File: src/rtl/pll_reconfig_seq.sv
// PLL reconfiguration sequencer: on request, writes one of two parameter presets
// into a PLL reconfig core over Avalon-MM, starts the reconfiguration, waits a fixed
// settle time and then waits (bounded) for the PLL to relock.
module pll_reconfig_seq #(
   parameter logic [17:0] N_WORD       = 18'h10000,
   parameter logic [17:0] M_WORD0      = 18'h20504,
   parameter logic [17:0] M_WORD1      = 18'h20504,
   parameter logic [17:0] C0_WORD0     = 18'h20302,
   parameter logic [17:0] C0_WORD1     = 18'h20302,
   parameter logic [17:0] C1_WORD0     = 18'h00505,
   parameter logic [17:0] C1_WORD1     = 18'h00505,
   parameter logic [31:0] K_WORD0      = 32'd2865308404,
   parameter logic [31:0] K_WORD1      = 32'd2865308404,
   parameter int unsigned SETTLE       = 16,
   parameter int unsigned LOCK_TIMEOUT = 1_000_000
) (
   input  logic        clk,
   input  logic        rst,
   input  logic        req,
   input  logic        preset_sel,
   output logic        busy,
   output logic        done,
   output logic        err,
   output logic        active_preset,
   output logic        active_valid,
   output logic [5:0]  mgmt_address,
   output logic        mgmt_write,
   output logic [31:0] mgmt_writedata,
   input  logic        mgmt_waitrequest,
   input  logic        pll_locked
);

   typedef enum logic [3:0] {
      StIdle,
      StWrMode,
      StWrN,
      StWrM,
      StWrC0,
      StWrC1,
      StWrK,
      StWrStart,
      StSettle,
      StLockWait
   } state_e;

   // A SETTLE of 0 behaves like 1: the settle state always lasts at least one cycle.
   localparam logic [31:0] SettleLast = (SETTLE > 0) ? 32'(SETTLE - 1) : 32'd0;
   localparam logic [31:0] LockLast   = (LOCK_TIMEOUT > 0) ? 32'(LOCK_TIMEOUT - 1) : 32'd0;

   state_e      state_q, state_d;
   logic        preset_q, preset_d;
   logic [31:0] cnt_q, cnt_d;
   logic        done_q, done_d;
   logic        err_q, err_d;
   logic        act_preset_q, act_preset_d;
   logic        act_valid_q, act_valid_d;
   logic        sync1_q;
   logic        locked_s;
   logic        wr_ok;

   // Avalon write decode: purely a function of the current state and latched preset,
   // so address/data stay stable for as long as waitrequest stalls the write.
   always_comb begin
      mgmt_write     = 1'b0;
      mgmt_address   = 6'h00;
      mgmt_writedata = 32'h0;
      case (state_q)
         StWrMode: begin
            mgmt_write     = 1'b1;
            mgmt_address   = 6'h00;
            mgmt_writedata = 32'h0;
         end
         StWrN: begin
            mgmt_write     = 1'b1;
            mgmt_address   = 6'h03;
            mgmt_writedata = {14'b0, N_WORD};
         end
         StWrM: begin
            mgmt_write     = 1'b1;
            mgmt_address   = 6'h04;
            mgmt_writedata = {14'b0, (preset_q ? M_WORD1 : M_WORD0)};
         end
         StWrC0: begin
            mgmt_write     = 1'b1;
            mgmt_address   = 6'h05;
            mgmt_writedata = {9'b0, 5'd0, (preset_q ? C0_WORD1 : C0_WORD0)};
         end
         StWrC1: begin
            mgmt_write     = 1'b1;
            mgmt_address   = 6'h05;
            mgmt_writedata = {9'b0, 5'd1, (preset_q ? C1_WORD1 : C1_WORD0)};
         end
         StWrK: begin
            mgmt_write     = 1'b1;
            mgmt_address   = 6'h07;
            mgmt_writedata = preset_q ? K_WORD1 : K_WORD0;
         end
         StWrStart: begin
            mgmt_write     = 1'b1;
            mgmt_address   = 6'h02;
            mgmt_writedata = 32'h1;
         end
         default: ;
      endcase
   end

   assign wr_ok = mgmt_write & ~mgmt_waitrequest;

   // Next-state logic: advance one write per accepted transfer, then settle and lock wait.
   always_comb begin
      state_d      = state_q;
      preset_d     = preset_q;
      cnt_d        = cnt_q;
      done_d       = 1'b0;
      err_d        = err_q;
      act_preset_d = act_preset_q;
      act_valid_d  = act_valid_q;
      case (state_q)
         StIdle: begin
            if (req) begin
               err_d = 1'b0;
               if (act_valid_q && (preset_sel == act_preset_q)) begin
                  // Preset already loaded and locked: nothing to write.
                  done_d = 1'b1;
               end else begin
                  preset_d = preset_sel;
                  state_d  = StWrMode;
               end
            end
         end
         StWrMode: begin
            if (wr_ok) begin
               state_d     = StWrN;
               // PLL contents are undefined from here until relock.
               act_valid_d = 1'b0;
            end
         end
         StWrN:  if (wr_ok) state_d = StWrM;
         StWrM:  if (wr_ok) state_d = StWrC0;
         StWrC0: if (wr_ok) state_d = StWrC1;
         StWrC1: if (wr_ok) state_d = StWrK;
         StWrK:  if (wr_ok) state_d = StWrStart;
         StWrStart: begin
            if (wr_ok) begin
               state_d = StSettle;
               cnt_d   = 32'd0;
            end
         end
         StSettle: begin
            if (cnt_q >= SettleLast) begin
               state_d = StLockWait;
               cnt_d   = 32'd0;
            end else begin
               cnt_d = cnt_q + 32'd1;
            end
         end
         StLockWait: begin
            if (locked_s) begin
               state_d      = StIdle;
               done_d       = 1'b1;
               act_preset_d = preset_q;
               act_valid_d  = 1'b1;
            end else if (cnt_q >= LockLast) begin
               state_d     = StIdle;
               err_d       = 1'b1;
               act_valid_d = 1'b0;
            end else if (cnt_q != '1) begin
               cnt_d = cnt_q + 32'd1;
            end
         end
         default: state_d = StIdle;
      endcase
   end

   // State registers and the two-flop lock synchronizer; reset aborts everything at once.
   always_ff @(posedge clk) begin
      if (rst) begin
         state_q      <= StIdle;
         preset_q     <= 1'b0;
         cnt_q        <= 32'd0;
         done_q       <= 1'b0;
         err_q        <= 1'b0;
         act_preset_q <= 1'b0;
         act_valid_q  <= 1'b0;
         sync1_q      <= 1'b0;
         locked_s     <= 1'b0;
      end else begin
         state_q      <= state_d;
         preset_q     <= preset_d;
         cnt_q        <= cnt_d;
         done_q       <= done_d;
         err_q        <= err_d;
         act_preset_q <= act_preset_d;
         act_valid_q  <= act_valid_d;
         sync1_q      <= pll_locked;
         locked_s     <= sync1_q;
      end
   end

   assign busy          = (state_q != StIdle);
   assign done          = done_q;
   assign err           = err_q;
   assign active_preset = act_preset_q;
   assign active_valid  = act_valid_q;

endmodule

File: config.mk
export PLATFORM = sky130hd
export DESIGN_NAME = pll_reconfig_seq
export DESIGN_NICKNAME = d
export VERILOG_FILES = /design/src/rtl/pll_reconfig_seq.sv
export SDC_FILE = /design/constraint.sdc
export NUM_CORES = 1
export LEC_CHECK = 0
export BUFFER_PORTS_ARGS = -buffer_cell sky130_fd_sc_hd__buf_2
export CORE_AREA = 3 3 58 86
export CTS_CLUSTER_SIZE = 16
export DETAILED_ROUTE_END_ITERATION = 10
export DIE_AREA = 0 0 61 89
export GPL_TIMING_DRIVEN = 0
export HOLD_SLACK_MARGIN = 0.03
export PLACE_DENSITY = 0.82
export SLEW_MARGIN = 10
export SYNTH_ARGS = -nofsm -noshare
export SYNTH_HDL_FRONTEND = slang
export SYNTH_SLANG_ARGS = --single-unit
File: constraint.sdc
create_clock -name clk -period 4.7 [get_ports clk]
set_input_delay 1.41 -clock clk [delete_from_list [all_inputs] [get_ports clk]]
set_output_delay 1.41 -clock clk [all_outputs]
set_load 0.1 [all_outputs]
# == Word-level counts from Yosys, hierarchy flattened ==
# Index checks and enable logic that the tools add are counted.
# W data, S select, Z words.
# word_totals
regBits,43
inputBits,6
output_inout_bits,44
# classes
addsub,1
n_lt_le_gt_ge,2
n_eq_ne,26
muxes,34
n_bitwise,3
reduce_logical,14
# ops
cell,count
$pmux W32 S6,1
$mux W32,5
$pmux W32 S3,1
$mux W4,12
$pmux W4 S10,1
$add A32 B1 Y32 const B,1
$ge A32 B20 Y1 const B,1
$ge A32 B4 Y1 const B,1
$ne A32 B32 Y1 const B,1
$ne A2 B2 Y1 const B,14
$eq A4 B3 Y1 const B,4
$pmux W3 S5,1
$reduce_and A11 Y1,1
$mux W1,10
$eq A4 B2 Y1 const B,2
$eq A4 B4 Y1 const B,2
$reduce_or A7 Y1,1
$pmux W1 S2,3
$reduce_and A3 Y1,2
$reduce_and A5 Y1,1
$eq A4 B1 Y1 const B,1
$logic_not A4 Y1,1
$reduce_and A4 Y1,1
$reduce_bool A2 Y1,2
9 further kinds,10

# == Logic depth before layout (Yosys ltp) ==
# Gate-level depths: netlist of run 1.
# depth
depth_word,6
depth_mapped,8
mapped_depth_nobuf,7

# == Worst setup path after synthesis of run 1 ==
# No wires, ideal clock.
# synth_timing
kind,reg-to-output
from,register state_q[2]
to,output port mgmt_writedata[13]
t_arrival_ns,3.989
path_slack_ns,-0.699
path_stages_with_launch,5
n_path_buf,2
path_cell_list,dfxtp_1 -> clkbuf_1 -> inv_1 -> nor3_1 -> buf_4
# synth_between
elab_chain_cells,2
# synth_rtl
element,line,rtl
from (decl),50,"state_e state_q, state_d;"
from (signal assigned),178,state_q <= StIdle;
from (signal assigned),188,state_q <= state_d;
$eq A4 B3 Y1 / $eq A4 B2 Y1 (equally long branches),67,case (state_q)
$pmux W32 S6 *,67,
to (decl),28,"output logic [31:0] mgmt_writedata,"
# Mark *: on every way between the ends. The rest lies on a longest branch, timed or not.

# == Worst setup path after layout of run 1 ==
# layout_timing
from,register state_q[2]
to,output port mgmt_writedata[23]
# Same word-level chain as after synthesis.

==> results of run 1 <==
power groups by stage:
stage	clock [mW]	combinational, mW	sequential [mW]
final	0.291	0.685	0.393
after detailed placement	0	0.681	0.401
after global placement	0	0.673	0.400
after global routing	0.308	0.732	0.394
after CTS	0.295	0.683	0.392
after floorplan	0	0.574	0.401
metrics by stage:
stage	utilization (%)	cells	setup WS [ns]	hold slack (ns)	instance area [um^2]
global route	66.7	420	0.707	0.463	2880
CTS	66.7	420	0.857	0.459	2880
detailed placement	64.1	412	1.19	0.435	2770
global placement	64.1	412	1.27	0.421	2770
finish	66.7	420	0.885	0.458	2880
floorplan	-	332	0.318	0.414	2540
worst max-delay path, cell delays in order, from the launching register on:
cell,delay (ns)
sky130_fd_sc_hd__dfxtp_1,0.37
sky130_fd_sc_hd__clkbuf_1,0.37
sky130_fd_sc_hd__inv_1,0.16
sky130_fd_sc_hd__nor3_2,0.57
sky130_fd_sc_hd__buf_4,0.21
sky130_fd_sc_hd__buf_2,0.42
worst max-delay path by stage:
stage | start | cells after the start | end | slack [ns]
floorplan | state_q[0]$_SDFFE_PP0P_ | 3 | mgmt_address[0] | 0.32
global placement | state_q[2]$_SDFFE_PP0P_ | 5 | mgmt_writedata[29] | 1.27
detailed placement | state_q[2]$_SDFFE_PP0P_ | 5 | mgmt_writedata[23] | 1.19
CTS | state_q[2]$_SDFFE_PP0P_ | 5 | mgmt_writedata[23] | 0.86
global route | state_q[2]$_SDFFE_PP0P_ | 5 | mgmt_writedata[25] | 0.71
finish | state_q[2]$_SDFFE_PP0P_ | 5 | mgmt_writedata[23] | 0.89
logic make-up after synthesis:
| group | after synthesis | synth area share, % |
|---|---|---|
| AO/OA/AOI/OAI | 77 | 19.6 |
| XOR/XNOR | 3 | 1.06 |
| adder cells (fa/ha/maj) | 1 | 0.503 |
| buffers and inverters | 53 | 12.5 |
| flip-flops | 43 | 34.6 |
| multiplexers | 4 | 1.61 |
| other | 1 | 0.151 |
| AND/OR/NAND/NOR | 137 | 30.0 |
layout by cell type (no fill, tap or decap), types with 2 or more instances in the layout:
master	count
sky130_fd_sc_hd__nand3_1	14
sky130_fd_sc_hd__nor3b_1	4
sky130_fd_sc_hd__nand4_1	7
sky130_fd_sc_hd__a41oi_1	4
sky130_fd_sc_hd__and3_1	3
sky130_fd_sc_hd__conb_1	14
sky130_fd_sc_hd__nand2_1	16
sky130_fd_sc_hd__nor2_1	30
sky130_fd_sc_hd__a31oi_1	5
sky130_fd_sc_hd__buf_2	35
sky130_fd_sc_hd__inv_1	8
sky130_fd_sc_hd__mux2i_1	4
sky130_fd_sc_hd__o21ai_0	18
sky130_fd_sc_hd__a311oi_1	3
sky130_fd_sc_hd__or3_1	8
sky130_fd_sc_hd__nand2b_1	8
sky130_fd_sc_hd__a211oi_1	5
sky130_fd_sc_hd__a21oi_1	30
sky130_fd_sc_hd__buf_6	2
sky130_fd_sc_hd__nor2b_1	6
sky130_fd_sc_hd__and2_1	7
sky130_fd_sc_hd__xnor2_1	2
sky130_fd_sc_hd__or3b_1	3
sky130_fd_sc_hd__nor3_1	10
sky130_fd_sc_hd__nor4_1	9
sky130_fd_sc_hd__clkbuf_1	16
sky130_fd_sc_hd__o21a_1	2
sky130_fd_sc_hd__o31ai_1	2
sky130_fd_sc_hd__dfxtp_1	43
sky130_fd_sc_hd__buf_4	25
sky130_fd_sc_hd__or4_1	6
sky130_fd_sc_hd__clkbuf_8	5
sky130_fd_sc_hd__o41ai_1	2
layer usage:
| layer | GRT usage [%] | routed length [um] |
|---|---|---|
| met4 | 11.6 | 170 |
| met2 | 42.3 | 3140 |
| met5 | 0 | 0 |
| met1 | 26.8 | 2540 |
| met3 | 3.90 | 275 |
area by class of cell:
| class | count | area [um^2] | share of cell area (%) |
|---|---|---|---|
| multi-input combinational | 236 | 1370 | 47.5 |
| sequential | 43 | 861 | 29.9 |
| buffer | 45 | 280 | 9.73 |
| timing repair buffer | 34 | 170 | 5.91 |
| clock buffer | 5 | 68.8 | 2.39 |
| tap | 46 | 57.6 | 2.00 |
| clock inverter | 3 | 43.8 | 1.52 |
| inverter | 8 | 30.0 | 1.04 |
state kept, by name, summed over array words and instances (netlist names):
name and count:
err 1, state_q 4, locked_s 1, preset_q 1, done 1, active_valid 1, cnt_q 32, active_preset 1
sync1_q 1
synthesized netlist by cell type (all sizes together), types with 2 or more instances:
cell	n	area share, %
and3	3	0.75
o21ai	18	3.6
o21a	2	0.60
clkbuf	17	2.6
nand3	14	2.8
a31oi	5	1.3
a21oi	30	6.0
buf	28	8.7
nor3b	4	1.2
nor2b	6	1.5
nor3	11	2.2
nand2b	8	2.0
xnor2	2	0.70
mux2i	4	1.6
o31ai	3	1.5
a41oi	4	1.4
or3	8	2.0
nor2	30	4.5
dfxtp	43	35
a311oi	3	1.1
inv	8	1.2
or4	7	2.3
nand4	7	1.8
and2	7	1.8
a211oi	5	1.5
nor4	9	2.3
or3b	3	1.1
nand2	16	2.4
o41ai	2	0.70
==> summary.md, run 1 <==
| Metric | Value |
|---|---|
| Maximum clock frequency | `262 MHz` |
| Count of buffers from port buffering | `34` |
| Hold Path Class | `reg2reg` |
| Total inserted antenna cells | `0` |
| Max-capacitance violation count | `0` |
| Critical Path Source Type | `flop` |
| Fill count | `386` |
| CTS root buffer | `sky130_fd_sc_hd__clkbuf_8` |
| Post-route minimum period | `3.81 ns` |
| Clock tree from TritonCTS | `yes` |
| Die outline area | `5430 um^2` |
| Residual overflow from global routing | `0` |
| Worst setup path class | `reg2out` |
| Vias after detailed routing | `2447` |
| Number of warnings issued by yosys | `0` |
| Leading register cell type out of synthesis | `sky130_fd_sc_hd__dfxtp_1` |
| Aggregate negative setup slack | `0 ns` |
| Synthesis-to-layout area growth | `15.8%` |
| Overall global routing resource usage | `23.8%` |
| Slack of the worst reg-to-reg path | `1.59 ns` |
| Power share of the sequential group | `between 20% and 30%` |
| Setup repair after global routing missed its margin | `no` |
| # rows | `29` |
| Fraction of power consumed by combinational cells | `around 50%` |
| Post-synthesis register bit count | `43` |
| Number of flops mapped to enable cells by yosys | `0` |
| Max transition margin | `43.1%` |
| Leakage power of the design | `around 1.2 nW` |
| Period utilisation layout | `81.2%` |
| Horizontal die dimension | `~61 um` |
| Reg-to-reg startpoint | `cnt_q[0]$_SDFFE_PP0P_` |
| Vias in the first global route | `2182` |
| Terminating pin of the worst hold path | `locked_s$_SDFF_PP0_` |
| Die height | `between 80 and 90 um` |
| # IOs | `50` |
| Overall power of the completed layout | `1.37 mW` |
| Cell count of the worst reg-to-reg path | `8` |
| Measured slew at the worst slew-check pin | `0.845 ns` |
| Post-detailed-route via-to-cell ratio | `5.83` |
| Violation count after the first detailed-route iteration | `133` |
| Placeable Area | `4320 um^2` |
| Netlist Area Pre-Place | `2490 um^2` |
| Final antenna-violating net count | `0` |
| Htree depth | `2` |
| Sum of net half-perimeters after detailed placement | `4530 um` |
| Async SR Flop Fraction | `0%` |
| Crit end category | `primary output` |
| Portion of total power attributed to the clock network | `21.3%` |
| Final nets | `380` |
| Buffers inserted by post-CTS timing repair | `0` |
| Worst hold path stage count | `1` |
| Initial Utilization | `between 50% and 60%` |
| WL per Instance | `14.6 um` |
| CP Max Fanout | `12` |
| Net Sw Power | `0.676 mW` |
| Origin of the worst min-delay path | `sync1_q$_SDFF_PP0_` |
| Syn_area_per_cell | `7.80 um^2` |
| Data arrival time of the worst path | `2.40 ns` |
| Number of instances resized during post-cts repair | `0` |
| Total power density per cell area | `475 nW/um^2` |
| Maximum number of pins on one net before global-route repair | `15` |
| Antenna violations before repair | `0` |
| Global-route wire length before repair | `9920 um` |
| RePlAce Congestion | `0.896` |
| Maximum VDD drop | `0.241 mV` |
| Number of buffers on the longest clock path | `2` |
| Setup Skew | `0.0104 ns` |
| DRT Pass-1 Iters | `4` |
| Ratio of cells with drive above 1 in the final layout | `20.3%` |
| Count of hold-fix buffers inserted at cts | `0` |
| Share of the yosys chip area belonging to registers | `34.6%` |
| Required arrival time at the worst endpoint | `about 3.3 ns` |
| Syn Inst Count | `319` |
| Clock slew at reported path FFs | `0.09 ns` |
| Final setup viols | `0` |
| Number of distinct library cells after synthesis | `46` |
| Clock sink count | `43` |
| Detailed-route wire length | `6120 um` |
| R2R Path End | `cnt_q[17]$_SDFFE_PP0P_` |
| Pins Over Slew Limit | `0` |
| TritonCTS buffer count | `5` |
| Internal power summed over all cells | `0.693 mW` |
| Clk Latency, worst-skew pair | `around 0.31 ns` |
| Total DRC errors in the routed layout | `0` |
| Hold Violations, Final | `0` |
| Status | `complete, no violations` |
| Switch share | `49.4%` |
(Power assumes the default switching activity.)
==> run 2, diff against run 1 <==
--- a/config.mk
+++ b/config.mk
@@ -6,13 +6,13 @@
 export NUM_CORES = 1
 export LEC_CHECK = 0
 export BUFFER_PORTS_ARGS = -buffer_cell sky130_fd_sc_hd__buf_2
-export CORE_AREA = 3 3 58 86
+export CORE_AREA = 3 3 59 89
 export CTS_CLUSTER_SIZE = 16
 export DETAILED_ROUTE_END_ITERATION = 10
-export DIE_AREA = 0 0 61 89
+export DIE_AREA = 0 0 62 92
 export GPL_TIMING_DRIVEN = 0
 export HOLD_SLACK_MARGIN = 0.03
-export PLACE_DENSITY = 0.82
+export PLACE_DENSITY = 0.78
 export SLEW_MARGIN = 10
 export SYNTH_ARGS = -nofsm -noshare
 export SYNTH_HDL_FRONTEND = slang
==> constraint.sdc (replaced) <==
create_clock -name clk -period 3.9 [get_ports clk]
set_input_delay 1.17 -clock clk [delete_from_list [all_inputs] [get_ports clk]]
set_output_delay 1.17 -clock clk [all_outputs]
set_load 0.1 [all_outputs]
==> run 2 against run 1 <==
  * Die area increased by 5.1%
  * Largest power group unchanged
  * Cell area increased by 0.22%
  * Global-route usage decreased by 1.9 points
  * Non-clock buffer count unchanged
  * Sequential cell count unchanged
  * Cell count increased by 4.3%
  * Via count increased by 0.12%
  * Highest routed layer unchanged
==> summary.md, run 2 (synthesized netlist as in run 1, its figures left out) <==
| Metric | Value |
|---|---|
| Clock slew at reported path FFs | `0.08 ns` |
| Most frequent standard cell in the layout excluding fill and tap cells | `sky130_fd_sc_hd__dfxtp_1` |
| Max-capacitance violation count | `0` |
| CTS root buffer | `sky130_fd_sc_hd__clkbuf_8` |
| Number of instances resized during post-cts repair | `0` |
| Total inserted antenna cells | `0` |
| Largest reg by FF count | `cnt_q` |
| Measured slew at the worst slew-check pin | `roughly 0.76 ns` |
| Horizontal die dimension | `62 um` |
| Violation count after the first detailed-route iteration | `141` |
| Die outline area | `roughly 5700 um^2` |
| Post-detailed-route via-to-cell ratio | `approximately 5.6` |
| Clk Latency, worst-skew pair | `0.30 ns` |
| Status | `complete, no violations` |
| Flip-flop count of the largest register after layout | `32` |
| Vias after detailed routing | `2450` |
| Commonest cells after routing, fill and taps aside | `sky130_fd_sc_hd__dfxtp_1 (43), sky130_fd_sc_hd__buf_2 (35), sky130_fd_sc_hd__nor2_1 (30), sky130_fd_sc_hd__a21oi_1 (30), sky130_fd_sc_hd__buf_4 (25)` |
| TritonCTS buffer count | `5` |
| WL per Instance | `13.5 um` |
| Buffers inserted by post-CTS timing repair | `0` |
| Post-route minimum period | `between 3 and 4 ns` |
| Crit end category | `primary output` |
| Placeable Area | `roughly 4500 um^2` |
| Clock sink count | `43` |
| Cell with the largest stage delay on the worst path | `sky130_fd_sc_hd__buf_2` |
| Setup Skew | `0.00704 ns` |
| Largest registers in the final layout | `cnt_q: 32 flops, state_q: 4 flops` |
| Htree depth | `2` |
| Setup repair after global routing missed its margin | `no` |
| Global-route wire length before repair | `9540 um` |
| Pins Over Slew Limit | `0` |
| Slack of the worst reg-to-reg path | `slightly above 0.9 ns` |
| Maximum VDD drop | `roughly 0.33 mV` |
| Max transition margin | `48.8%` |
| Critical Path, Cell by Cell | `clkbuf_1, clkbuf_1, nand3_1, a21oi_1, buf_2` |
| DRT Pass-1 Iters | `4` |
| Final setup viols | `0` |
| Overall global routing resource usage | `21.9%` |
| Required arrival time at the worst endpoint | `2.73 ns` |
| RePlAce Congestion | `0.888` |
| Data arrival time of the worst path | `approximately 2.3 ns` |
| Leakage power of the design | `1.17 nW` |
| Ratio of cells with drive above 1 in the final layout | `20.3%` |
| Die height | `92 um` |
| Final standard cell area without fillers | `2890 um^2` |
| Fill count | `about 420` |
| Sum of net half-perimeters after detailed placement | `4420 um` |
| Setup Slack @ Placement | `a little over 0.8 ns` |
| Synthesis-to-layout area growth | `16.1%` |
| Detailed-route wire length | `5890 um` |
| Initial Utilization | `a little over half` |
| Antenna violations before repair | `0` |
| # IOs | `50` |
| Total placed instance area | `2800 um^2` |
| Final nets | `380` |
| Hold Path Class | `reg2reg` |
| Post-route worst setup slack | `0.457 ns` |
| Count of hold-fix buffers inserted at cts | `0` |
| Critical Path Source Type | `flop` |
| Most repeated library cell on the critical path | `sky130_fd_sc_hd__clkbuf_1` |
| CP Max Fanout | `10` |
| Residual overflow from global routing | `0` |
| Vias in the first global route | `2090` |
| Period utilisation layout | `between 80% and 90%` |
| Overall power of the completed layout | `about 1.6 mW` |
| Slowest cell delay on critical path | `0.46 ns` |
| Total power density per cell area | `548 nW/um^2` |
| # rows | `30` |
| Count of buffers from port buffering | `34` |
| Hold Violations, Final | `0` |
| Worst setup path class | `reg2out` |
| Clock tree from TritonCTS | `yes` |
| Final antenna-violating net count | `0` |
| Total DRC errors in the routed layout | `0` |
| Number of buffers on the longest clock path | `2` |
| Maximum number of pins on one net before global-route repair | `14` |
| Maximum clock frequency | `290 MHz` |
==> run 2: critical path: cells and delay by family (launching register included) <==
family / cells / cell delay (ns)
buf+inv: 3 / 1.20
flops: 1 / 0.34
simple gates: 1 / 0.20
compound gates: 1 / 0.23
==> run 2: stage by stage <==
stage                     cells  TNS, ns  hold slack (ns)  util (%)
after floorplan             332   -0.255            0.414         -
after CTS                   438        0            0.453      63.6
final                       438        0            0.450      63.6
after detailed placement    430        0            0.433      61.7
after global placement      430        0            0.425      61.7
after global routing        438        0            0.462      63.6
==> run 2: cell type report <==
type                    instances  area (um^2)  area share (%)
clock inverters                 2         12.5           0.433
clock buffers                   6         72.6            2.51
plain buffers                  45          280            9.71
flip-flops and latches         43          861            29.8
well taps                      64         80.1            2.77
inverters                       8         30.0            1.04
repair buffers                 34          170            5.89
multi-input cells             236         1380            47.8
==> run 2: power by group <==
group | total (mW) | switching, mW | internal (mW) | leakage (nW)
Clock | 0.279 | 0.154 | 0.125 | 0.0412
Combinational | 0.831 | 0.646 | 0.186 | 0.780
Sequential | 0.473 | 0.0132 | 0.460 | 0.347
Total | 1.58 | 0.812 | 0.771 | 1.17
==> run 2: path summary, 6_finish.rpt <==
path / cells after the start / to / start
worst max register to register: 8 / cnt_q[9]$_SDFFE_PP0P_ / cnt_q[0]$_SDFFE_PP0P_
worst min-delay path: 1 / locked_s$_SDFF_PP0_ / sync1_q$_SDFF_PP0_
worst min register to register: 1 / locked_s$_SDFF_PP0_ / sync1_q$_SDFF_PP0_
worst max-delay path: 5 / mgmt_address[2] / state_q[0]$_SDFFE_PP0P_
==> run 2: metal layers <==
layer  routed length [um]  vias to the layer above  global-route usage [%]
met5                    0                        -                       0
met4                  219                        0                    13.1
met3                  330                       13                    3.94
met1                 2410                     1108                    25.9
li1                     -                     1233                       -
met2                 2930                       96                    35.0
